File: config.mk
export PLATFORM = sky130hd
export DESIGN_NAME = spi_tx_arbiter
export DESIGN_NICKNAME = d
export VERILOG_FILES = /design/src/rtl/spi_tx_arbiter_pkg.sv /design/src/rtl/spi_tx_arbiter_rr_select.sv /design/src/rtl/spi_tx_arbiter.sv
export SDC_FILE = /design/constraint.sdc
export NUM_CORES = 1
export LEC_CHECK = 0
export ABC_CLOCK_PERIOD_IN_PS = 1450
export BUFFER_PORTS_ARGS = -buffer_cell sky130_fd_sc_hd__clkbuf_2
export CAP_MARGIN = 40
export CELL_PAD_IN_SITES_DETAIL_PLACEMENT = 0
export CELL_PAD_IN_SITES_GLOBAL_PLACEMENT = 1
export CORE_UTILIZATION = 33
export CTS_CLUSTER_SIZE = 30
export DETAILED_ROUTE_END_ITERATION = 8
export MAX_ROUTING_LAYER = met4
export PLACE_DENSITY_LB_ADDON = 0.15
export SYNTH_ARGS = -nofsm -noshare
export SYNTH_HDL_FRONTEND = slang
export SYNTH_SLANG_ARGS = --single-unit
File: constraint.sdc
create_clock -name clk -period 1.45 [get_ports clk]
set_input_delay 0.3625 -clock clk [delete_from_list [all_inputs] [get_ports clk]]
set_output_delay 0.3625 -clock clk [all_outputs]
set_load 0.01 [all_outputs]
File: src/rtl/spi_tx_arbiter_pkg.sv
// Shared types and default sizing for the SPI transmit arbiter.
package spi_tx_arbiter_pkg;

  localparam int N_REQ_DEF   = 4;
  localparam int DW_DEF      = 12;
  localparam int TIMEOUT_DEF = 4095;

  typedef enum logic [2:0] {
    ST_IDLE     = 3'd0,
    ST_GRANT    = 3'd1,
    ST_LAUNCH   = 3'd2,
    ST_WAIT     = 3'd3,
    ST_COMPLETE = 3'd4
  } state_e;

  // Index width that stays legal for a single requester.
  function automatic int idx_w(input int n);
    return (n > 1) ? $clog2(n) : 1;
  endfunction

endpackage

File: src/rtl/spi_tx_arbiter_rr_select.sv
// Round-robin winner search: starts one past last_grant and wraps.
module rr_select
  import spi_tx_arbiter_pkg::*;
#(
  parameter int N_REQ = N_REQ_DEF,
  parameter int IW    = idx_w(N_REQ_DEF)
) (
  input  logic [N_REQ-1:0] req,
  input  logic [IW-1:0]    last_grant,
  output logic             valid,
  output logic [IW-1:0]    index
);

  int          c;
  logic [IW-1:0] ci;

  always_comb begin
    valid = 1'b0;
    index = last_grant;
    c     = 0;
    ci    = '0;
    for (int k = 1; k <= N_REQ; k++) begin
      c  = (int'(last_grant) + k) % N_REQ;
      ci = IW'(c);
      if (!valid && req[ci]) begin
        valid = 1'b1;
        index = ci;
      end
    end
  end

endmodule

File: src/rtl/spi_tx_arbiter.sv
// Shares one SPI transmitter among N_REQ requesters with round-robin
// arbitration, per-slave chip selects and a launch-to-done timeout.
module spi_tx_arbiter
  import spi_tx_arbiter_pkg::*;
#(
  parameter int N_REQ   = N_REQ_DEF,
  parameter int DW      = DW_DEF,
  parameter int TIMEOUT = TIMEOUT_DEF
) (
  input  logic                clk,
  input  logic                rst_n,
  input  logic [N_REQ-1:0]    req,
  input  logic [N_REQ*DW-1:0] req_data,
  output logic [N_REQ-1:0]    ack,
  output logic [N_REQ-1:0]    done,
  output logic [N_REQ-1:0]    err,
  output logic                tx_start,
  output logic [DW-1:0]       tx_din,
  input  logic                tx_cs,
  input  logic                tx_done,
  output logic [N_REQ-1:0]    cs_n,
  output logic                busy
);

  localparam int            IW      = idx_w(N_REQ);
  localparam int            CW      = idx_w(TIMEOUT + 1);
  localparam logic [CW-1:0] TO_LAST = CW'(TIMEOUT - 1);

  state_e           state_q;
  logic [IW-1:0]    grant_q;
  logic [IW-1:0]    last_q;
  logic [CW-1:0]    cnt_q;
  logic [DW-1:0]    hold_q;
  logic [N_REQ-1:0] ack_q, done_q, err_q;
  logic [1:0]       cs_sync_q, done_sync_q;
  logic             rr_vld;
  logic [IW-1:0]    rr_idx;
  logic [DW-1:0]    word [N_REQ];
  logic             xfer;

  for (genvar i = 0; i < N_REQ; i++) begin : g_word
    assign word[i] = req_data[i*DW +: DW];
  end

  function automatic logic [N_REQ-1:0] onehot(input logic [IW-1:0] idx);
    onehot      = '0;
    onehot[idx] = 1'b1;
  endfunction

  rr_select #(
    .N_REQ (N_REQ),
    .IW    (IW)
  ) u_rr (
    .req        (req),
    .last_grant (last_q),
    .valid      (rr_vld),
    .index      (rr_idx)
  );

  // Each state's action happens on the edge that leaves it, so pulses
  // appear in the cycle following the state that produced them.
  always_ff @(posedge clk or negedge rst_n) begin
    if (!rst_n) begin
      state_q     <= ST_IDLE;
      grant_q     <= '0;
      last_q      <= IW'(N_REQ - 1);
      cnt_q       <= '0;
      hold_q      <= '0;
      ack_q       <= '0;
      done_q      <= '0;
      err_q       <= '0;
      cs_sync_q   <= '0;
      done_sync_q <= '0;
    end else begin
      cs_sync_q   <= {cs_sync_q[0], tx_cs};
      done_sync_q <= {done_sync_q[0], tx_done};
      ack_q       <= '0;
      done_q      <= '0;
      err_q       <= '0;
      case (state_q)
        ST_IDLE: begin
          if (rr_vld) begin
            grant_q <= rr_idx;
            state_q <= ST_GRANT;
          end
        end
        ST_GRANT: begin
          hold_q  <= word[grant_q];
          ack_q   <= onehot(grant_q);
          cnt_q   <= '0;
          state_q <= ST_LAUNCH;
        end
        ST_LAUNCH, ST_WAIT: begin
          cnt_q <= cnt_q + CW'(1);
          // Abort wins over progress on the cycle the budget runs out.
          if (cnt_q == TO_LAST) begin
            err_q   <= onehot(grant_q);
            last_q  <= grant_q;
            state_q <= ST_IDLE;
          end else if (state_q == ST_LAUNCH && !cs_sync_q[1]) begin
            state_q <= ST_WAIT;
          end else if (state_q == ST_WAIT && done_sync_q[1]) begin
            state_q <= ST_COMPLETE;
          end
        end
        ST_COMPLETE: begin
          done_q  <= onehot(grant_q);
          last_q  <= grant_q;
          state_q <= ST_IDLE;
        end
        default: state_q <= ST_IDLE;
      endcase
    end
  end

  assign xfer = (state_q == ST_LAUNCH) || (state_q == ST_WAIT);

  // The slave select mirrors the raw transmitter chip-select with no delay.
  always_comb begin
    cs_n = '1;
    if (xfer) cs_n[grant_q] = tx_cs;
  end

  assign ack      = ack_q;
  assign done     = done_q;
  assign err      = err_q;
  assign tx_start = (state_q == ST_LAUNCH);
  assign tx_din   = hold_q;
  assign busy     = (state_q != ST_IDLE);

endmodule

; ---- After elaboration in Yosys (flattened, before gate mapping)
; Index checks and enable logic that the tools add are counted.
[op_classes]
magnitude_cmp = 7
n_mux = 34
n_reduce_logical = 19
bitwise = 3
n_eq_ne = 8
add_sub_neg = 5
[ops]
columns = op, count
row1 = $bmux 12 s2, 1
row2 = $mux 12, 2
row3 = $pmux 12 s2, 1
row4 = $mux 4, 5
row5 = $lt 2x3->1 const B, 5
row6 = $add 12x1->12 const B, 1
row7 = $eq 12x12->1 const B, 1
row8 = $mux 3, 4
row9 = $mux 2, 5
row10 = $mux 1, 9
row11 = $pmux 3 s3, 1
row12 = $bmux 1 s2, 4
row13 = $eq 3x2->1 const B, 2
row14 = $logic_and 1x1->1, 6
row15 = $reduce_and 2->1, 3
row16 = $add 2x1->2 const B, 2
row17 = $add 2x2->2 const B, 2
row18 = $logic_not 1->1, 4
row19 = $ne 2x2->1 const B, 2
row20 = $ne 4x4->1 const B, 1
row21 = $not 4->4, 1
row22 = $or 4x4->4, 1
row23 = $pmux 2 s2, 1
row24 = $reduce_bool 2->1, 2
row25 = other kinds (10), 10
[word_totals]
word_cells = 86
in_bits = 56
ff_bits = 47

; ---- Depth between registers and ports, before layout
[depth]
depth_word = 15
mapped_depth = 5

; ---- Modules after synthesis
; From an unflattened synthesis, not the netlist that was laid out.
[hier_totals]
hier_cells = 234
area_unflattened_um2 = 2418.6
[modules_own_cells]
columns = mod, seq_area_each_um2, area_each_um2, instances, cells_each
row1 = spi_tx_arbiter, 1178.6, 2336.0, 1, 220
row2 = rr_select, 0.0, 82.6, 1, 14

; ---- Worst setup path after synthesis
; No wires, ideal clock.
[synth_timing]
kind = register -> output
from = register grant_q[0]
to = output cs_n[1]
t_arrival_ns = 1.277
path_stages_with_launch = 5
setup_slack_ns = -0.190
t_required_ns = 1.087
cell_sequence = dfrtp_1 > buf_2 > buf_2 > nand2b_1 > or3_1
[synth_via]
elab_chain_cells = 7
[synth_lines]
columns = item, line_no
row1 = from (decl), spi_tx_arbiter.sv:30  ; logic [IW-1:0] grant_q;
row2 = from (signal assigned), spi_tx_arbiter.sv:83  ; grant_q <= rr_idx;
row3 = $lt 2x3->1 (implied by the code) / $ge 2x1->1 (equally long branches), spi_tx_arbiter.sv:121  ; if (xfer) cs_n[grant_q] = tx_cs;
row4 = $logic_and 1x1->1 (implied by the code), spi_tx_arbiter.sv:121
row5 = $mux 1 (implied by the code), spi_tx_arbiter.sv:121
row6 = $demux 1 s2 (*), spi_tx_arbiter.sv:121
row7 = $not 4->4 (no source line) (*), -
row8 = $or 4x4->4 (no source line) (*), -
row9 = $mux 4 (*), spi_tx_arbiter.sv:121
row10 = to (decl), spi_tx_arbiter.sv:21  ; output logic [N_REQ-1:0] cs_n,
; Every way passes the cells marked *; elsewhere a longest branch is shown, timed or not.

; ---- Worst setup path after layout
[layout_timing]
from = register state_q[2]
to = output cs_n[2]
[layout_via]
elab_chain_cells = 3
[layout_lines]
columns = item, line_no
row1 = from (decl), spi_tx_arbiter.sv:29  ; state_e state_q;
row2 = from (signal assigned), spi_tx_arbiter.sv:64  ; state_q <= ST_IDLE;
row3 = from (signal assigned), spi_tx_arbiter.sv:84  ; state_q <= ST_GRANT;
row4 = from (signal assigned), spi_tx_arbiter.sv:91  ; state_q <= ST_LAUNCH;
row5 = $eq 3x2->1, spi_tx_arbiter.sv:116  ; assign xfer = (state_q == ST_LAUNCH) || (state_q == ST_WAIT);
row6 = $logic_or 1x1->1 (*), spi_tx_arbiter.sv:116
row7 = $mux 4 (*), spi_tx_arbiter.sv:121
; Marks and branches as above.

==> flow_results.xml <==
<?xml version="1.0" encoding="UTF-8"?>
<metrics>
  <group name="drt">
    <metric name="drt-initial-drc-count" unit="">68</metric>
    <metric name="remaining_drc_errors" unit="">0</metric>
    <metric name="routedWlPerCell" unit="um">14.5</metric>
    <metric name="num_vias" unit="">2249</metric>
    <metric name="routed_wirelength" unit="um">6790</metric>
    <metric name="viasPerCell" unit="">4.82</metric>
    <metric name="ant_nets" unit="">0</metric>
    <metric name="firstDrtPassIters" unit="">4</metric>
  </group>
  <group name="finish">
    <metric name="drive_gt1_frac" unit="">0.609</metric>
    <metric name="multi_input_comb_area" unit="um^2">1360</metric>
    <metric name="diodes" unit="">0</metric>
    <metric name="final_net_count" unit="">428</metric>
    <metric name="syn_to_final_growth" unit="%">59.3</metric>
    <metric name="most_used_cells_in_the_layout_excluding_fill_and_tap_cells" unit="">sky130_fd_sc_hd__clkbuf_2 (80), sky130_fd_sc_hd__nand2_1 (41), sky130_fd_sc_hd__buf_4 (39)</metric>
    <metric name="layout_commonest_cell" unit="">sky130_fd_sc_hd__clkbuf_2</metric>
    <metric name="post-route-util" unit="">0.554</metric>
    <metric name="register_area" unit="um^2">1190</metric>
    <metric name="fillerInstances" unit="">635</metric>
  </group>
  <group name="timing">
    <metric name="slew_violations" unit="">0</metric>
    <metric name="rsz0062_at_grt" unit="">true</metric>
    <metric name="tightestPinTransition" unit="ns">0.317</metric>
    <metric name="setup-tns-final" unit="ns">-1.49</metric>
    <metric name="max_freq" unit="MHz">574</metric>
    <metric name="fin_skew" unit="ns">0.00263</metric>
    <metric name="setup_viol" unit="">8</metric>
    <metric name="finalCritPeriodShare" unit="">1.20</metric>
    <metric name="postLayoutSetupSlackWorst" unit="ns">-0.292</metric>
    <metric name="report.final.hold_viol_count" unit="">0</metric>
    <metric name="post-route-min-period" unit="ns">1.74</metric>
    <metric name="max_slew_margin" unit="">0.786</metric>
  </group>
  <group name="clock_tree">
    <metric name="cts_tree" unit="">done</metric>
    <metric name="cts_num_sinks" unit="">47</metric>
    <metric name="numCtsBuffers" unit="">5</metric>
    <metric name="cts-htree-levels" unit="">2</metric>
    <metric name="root_buffer" unit="">sky130_fd_sc_hd__clkbuf_8</metric>
    <metric name="cts.reportedPaths.clkPinSlew" unit="ns">0.09</metric>
    <metric name="insertion_delay" unit="ns">0.30</metric>
    <metric name="max-clock-path-buffers" unit="">2</metric>
  </group>
  <group name="run">
    <metric name="cap_violations" unit="">0</metric>
  </group>
  <group name="grt">
    <metric name="antenna_violations_before_repair" unit="">0</metric>
    <metric name="vias_in_the_first_global_route" unit="">2164</metric>
    <metric name="gr-total-overflow" unit="">0</metric>
    <metric name="maximum_number_of_pins_on_one_net_before_global_route_repair" unit="">48</metric>
    <metric name="groute.usage.overall" unit="">0.184</metric>
    <metric name="first_pass_grt_wire_length" unit="um">10500</metric>
  </group>
  <group name="power_and_ir_drop">
    <metric name="total_leakage_power" unit="uW">0.00189</metric>
    <metric name="worst_ir_drop_vdd" unit="uV">942</metric>
    <metric name="total_power_per_unit_cell_area" unit="nW/um^2">1750</metric>
  </group>
  <group name="placed_design">
    <metric name="dp.final_hpwl" unit="um">4520</metric>
    <metric name="placement.io_buffers" unit="">85</metric>
    <metric name="detailedPlace.worstSlack" unit="ns">-0.0692</metric>
    <metric name="gpl.final_weighted_congestion" unit="">0.802</metric>
  </group>
  <group name="yosys">
    <metric name="synth_cell_type_count" unit="">43</metric>
    <metric name="yosysSeqAreaShare" unit="">0.490</metric>
    <metric name="ys_dominant_reg_cell" unit="">sky130_fd_sc_hd__dfrtp_1</metric>
    <metric name="ys_async_sr_fraction" unit="">1.00</metric>
    <metric name="netlist.top_cell.by_area" unit="">sky130_fd_sc_hd__dfrtp_1</metric>
    <metric name="yosys_register_bits" unit="">47</metric>
    <metric name="mappedNetlistNets" unit="">290</metric>
    <metric name="syn-instance-count" unit="">232</metric>
    <metric name="yosysTopAreaCellShare" unit="">0.469</metric>
    <metric name="post_synth_main_area_contributors" unit="">sky130_fd_sc_hd__dfrtp_1 (47%), sky130_fd_sc_hd__mux4_2 (11%), sky130_fd_sc_hd__nand2_1 (8.9%)</metric>
    <metric name="synth_area" unit="um^2">2400</metric>
    <metric name="synth_area_per_cell" unit="um^2">10.4</metric>
    <metric name="ys_warn_count" unit="">0</metric>
    <metric name="synth_enable_flop_cells" unit="">0</metric>
  </group>
  <group name="worst_setup_path">
    <metric name="worstPathBufferInverterCount" unit="">1</metric>
    <metric name="critPathLaunchType" unit="">flip-flop</metric>
    <metric name="slowest_stage" unit="">sky130_fd_sc_hd__dfrtp_1</metric>
    <metric name="crit_arrival" unit="ns">1.38</metric>
    <metric name="worst_r2r_startpoint" unit="">state_q[2]$_DFFE_PN0P_</metric>
    <metric name="worst_setup_path_startpoint" unit="">state_q[2]$_DFFE_PN0P_</metric>
    <metric name="cp_slowest_stage_delay" unit="ns">0.41</metric>
    <metric name="critical_path.max_fanout" unit="">4</metric>
    <metric name="path_delay_family" unit="">simple AND/OR/NAND/NOR gates</metric>
    <metric name="cell_chain_critical_path" unit="">nand2b_4, or3_4, buf_6</metric>
    <metric name="crit_required" unit="ns">1.09</metric>
    <metric name="critical_path.endpoint_type" unit="">output port</metric>
    <metric name="crit_type" unit="">reg2out</metric>
  </group>
  <group name="hold_path">
    <metric name="holdCritPathClass" unit="">in2async</metric>
  </group>
  <group name="run_status">
    <metric name="violations_in_the_final_reports" unit="">negative setup slack</metric>
    <metric name="run_status" unit="">complete, but fails checks</metric>
  </group>
  <group name="die">
    <metric name="fp-row-count" unit="">30</metric>
    <metric name="floorplan.die.height" unit="um">87.3</metric>
    <metric name="die_width" unit="um">87.3</metric>
    <metric name="die_area" unit="um^2">7630</metric>
    <metric name="io_pins" unit="">86</metric>
    <metric name="initial_utilization" unit="">0.348</metric>
    <metric name="floorplan.core_area" unit="um^2">6910</metric>
  </group>
</metrics>
sequential cells by signal, indices dropped and copies added (netlist names):
name         flops
cnt_q           12
state_q          3
err              4
done             4
done_sync_q      2
grant_q          2
tx_din          12
last_q           2
cs_sync_q        2
ack              4
per-stage QoR:
step / hold WS (ns) / total power (uW) / std cells / instance area, um^2
2_1_floorplan: 0.0669 / 3550 / 232 / 2440
3_3_place_gp: 0.332 / 4680 / 436 / 3210
3_5_place_dp: 0.341 / 4690 / 436 / 3210
4_1_cts: 0.0417 / 6070 / 458 / 3510
5_1_grt: 0.0377 / 7170 / 467 / 3830
6_report: 0.0240 / 6710 / 467 / 3830
final timing paths:
check                                                 to  slack, ns  cells past startpoint
worst min register to register  done_sync_q[1]$_DFF_PN0_       0.36                      0
worst min-delay path                cnt_q[8]$_DFFE_PN0P_       0.02                      2
max in group asynchronous          last_q[0]$_DFFE_PN1P_       1.15                      2
worst max register to register      cnt_q[5]$_DFFE_PN0P_      -0.12                      6
worst max-delay path                             cs_n[2]      -0.29                      3
min in group clk                done_sync_q[0]$_DFF_PN0_       0.16                      1
cells by family after synthesis:
logic type,count (synthesis),synth area share
adder cells (fa/ha/maj),2,0.0104
AND/OR/NAND/NOR,119,0.247
multiplexers,17,0.134
AO/OA/AOI/OAI,27,0.0817
flip-flops,47,0.490
buffers and inverters,20,0.0370
cells in the mapped netlist, types with 2 or more instances:
cell type and instances:
sky130_fd_sc_hd__inv_1 5, sky130_fd_sc_hd__nor3b_1 2, sky130_fd_sc_hd__mux4_2 12, sky130_fd_sc_hd__nand4_1 2
sky130_fd_sc_hd__nor2b_1 2, sky130_fd_sc_hd__or3_1 4, sky130_fd_sc_hd__nand2b_1 4, sky130_fd_sc_hd__nand3b_1 3
sky130_fd_sc_hd__dfrtp_1 45, sky130_fd_sc_hd__or4_1 5, sky130_fd_sc_hd__nor4_1 3, sky130_fd_sc_hd__nor3_1 6
sky130_fd_sc_hd__nand3_1 8, sky130_fd_sc_hd__clkbuf_1 8, sky130_fd_sc_hd__nor2_1 15, sky130_fd_sc_hd__o21ai_0 6
sky130_fd_sc_hd__mux2i_1 4, sky130_fd_sc_hd__a21oi_1 3, sky130_fd_sc_hd__o211ai_1 4, sky130_fd_sc_hd__dfstp_2 2
sky130_fd_sc_hd__nand2_1 57, sky130_fd_sc_hd__ha_1 2, sky130_fd_sc_hd__or3b_2 3, sky130_fd_sc_hd__o311ai_0 4
sky130_fd_sc_hd__buf_2 5
final cells by class:
type / instances / share of cell area
clock buffer: 5 / 0.0180
inverter: 5 / 0.00490
timing repair buffer: 145 / 0.268
clock inverter: 3 / 0.0114
sequential: 47 / 0.310
multi-input combinational: 166 / 0.356
tap: 96 / 0.0314
per-layer routing:
layer / GRT usage / vias to the layer above / routed length (um)
met4: 0.0611 / 0 / 82
met3: 0.0284 / 7 / 176
li1: - / 1110 / -
met1: 0.237 / 1096 / 3050
met5: - / - / 0
met2: 0.298 / 36 / 3480
report_power, final:
part | switching [uW] | total (uW) | internal (uW)
registers | 302 | 1980 | 1680
clock network | 465 | 979 | 514
logic | 1730 | 3750 | 2020
total | 2500 | 6710 | 4210
what timing repair did:
item	in CTS	in global routing
pin swaps	5	23
setup buffers	13	7
hold buffers	0	0
cloned	1	3
resized for setup	26	64
endpoints found under the setup margin	16	35
No activity file was read; power rests on OpenSTA's default activity.
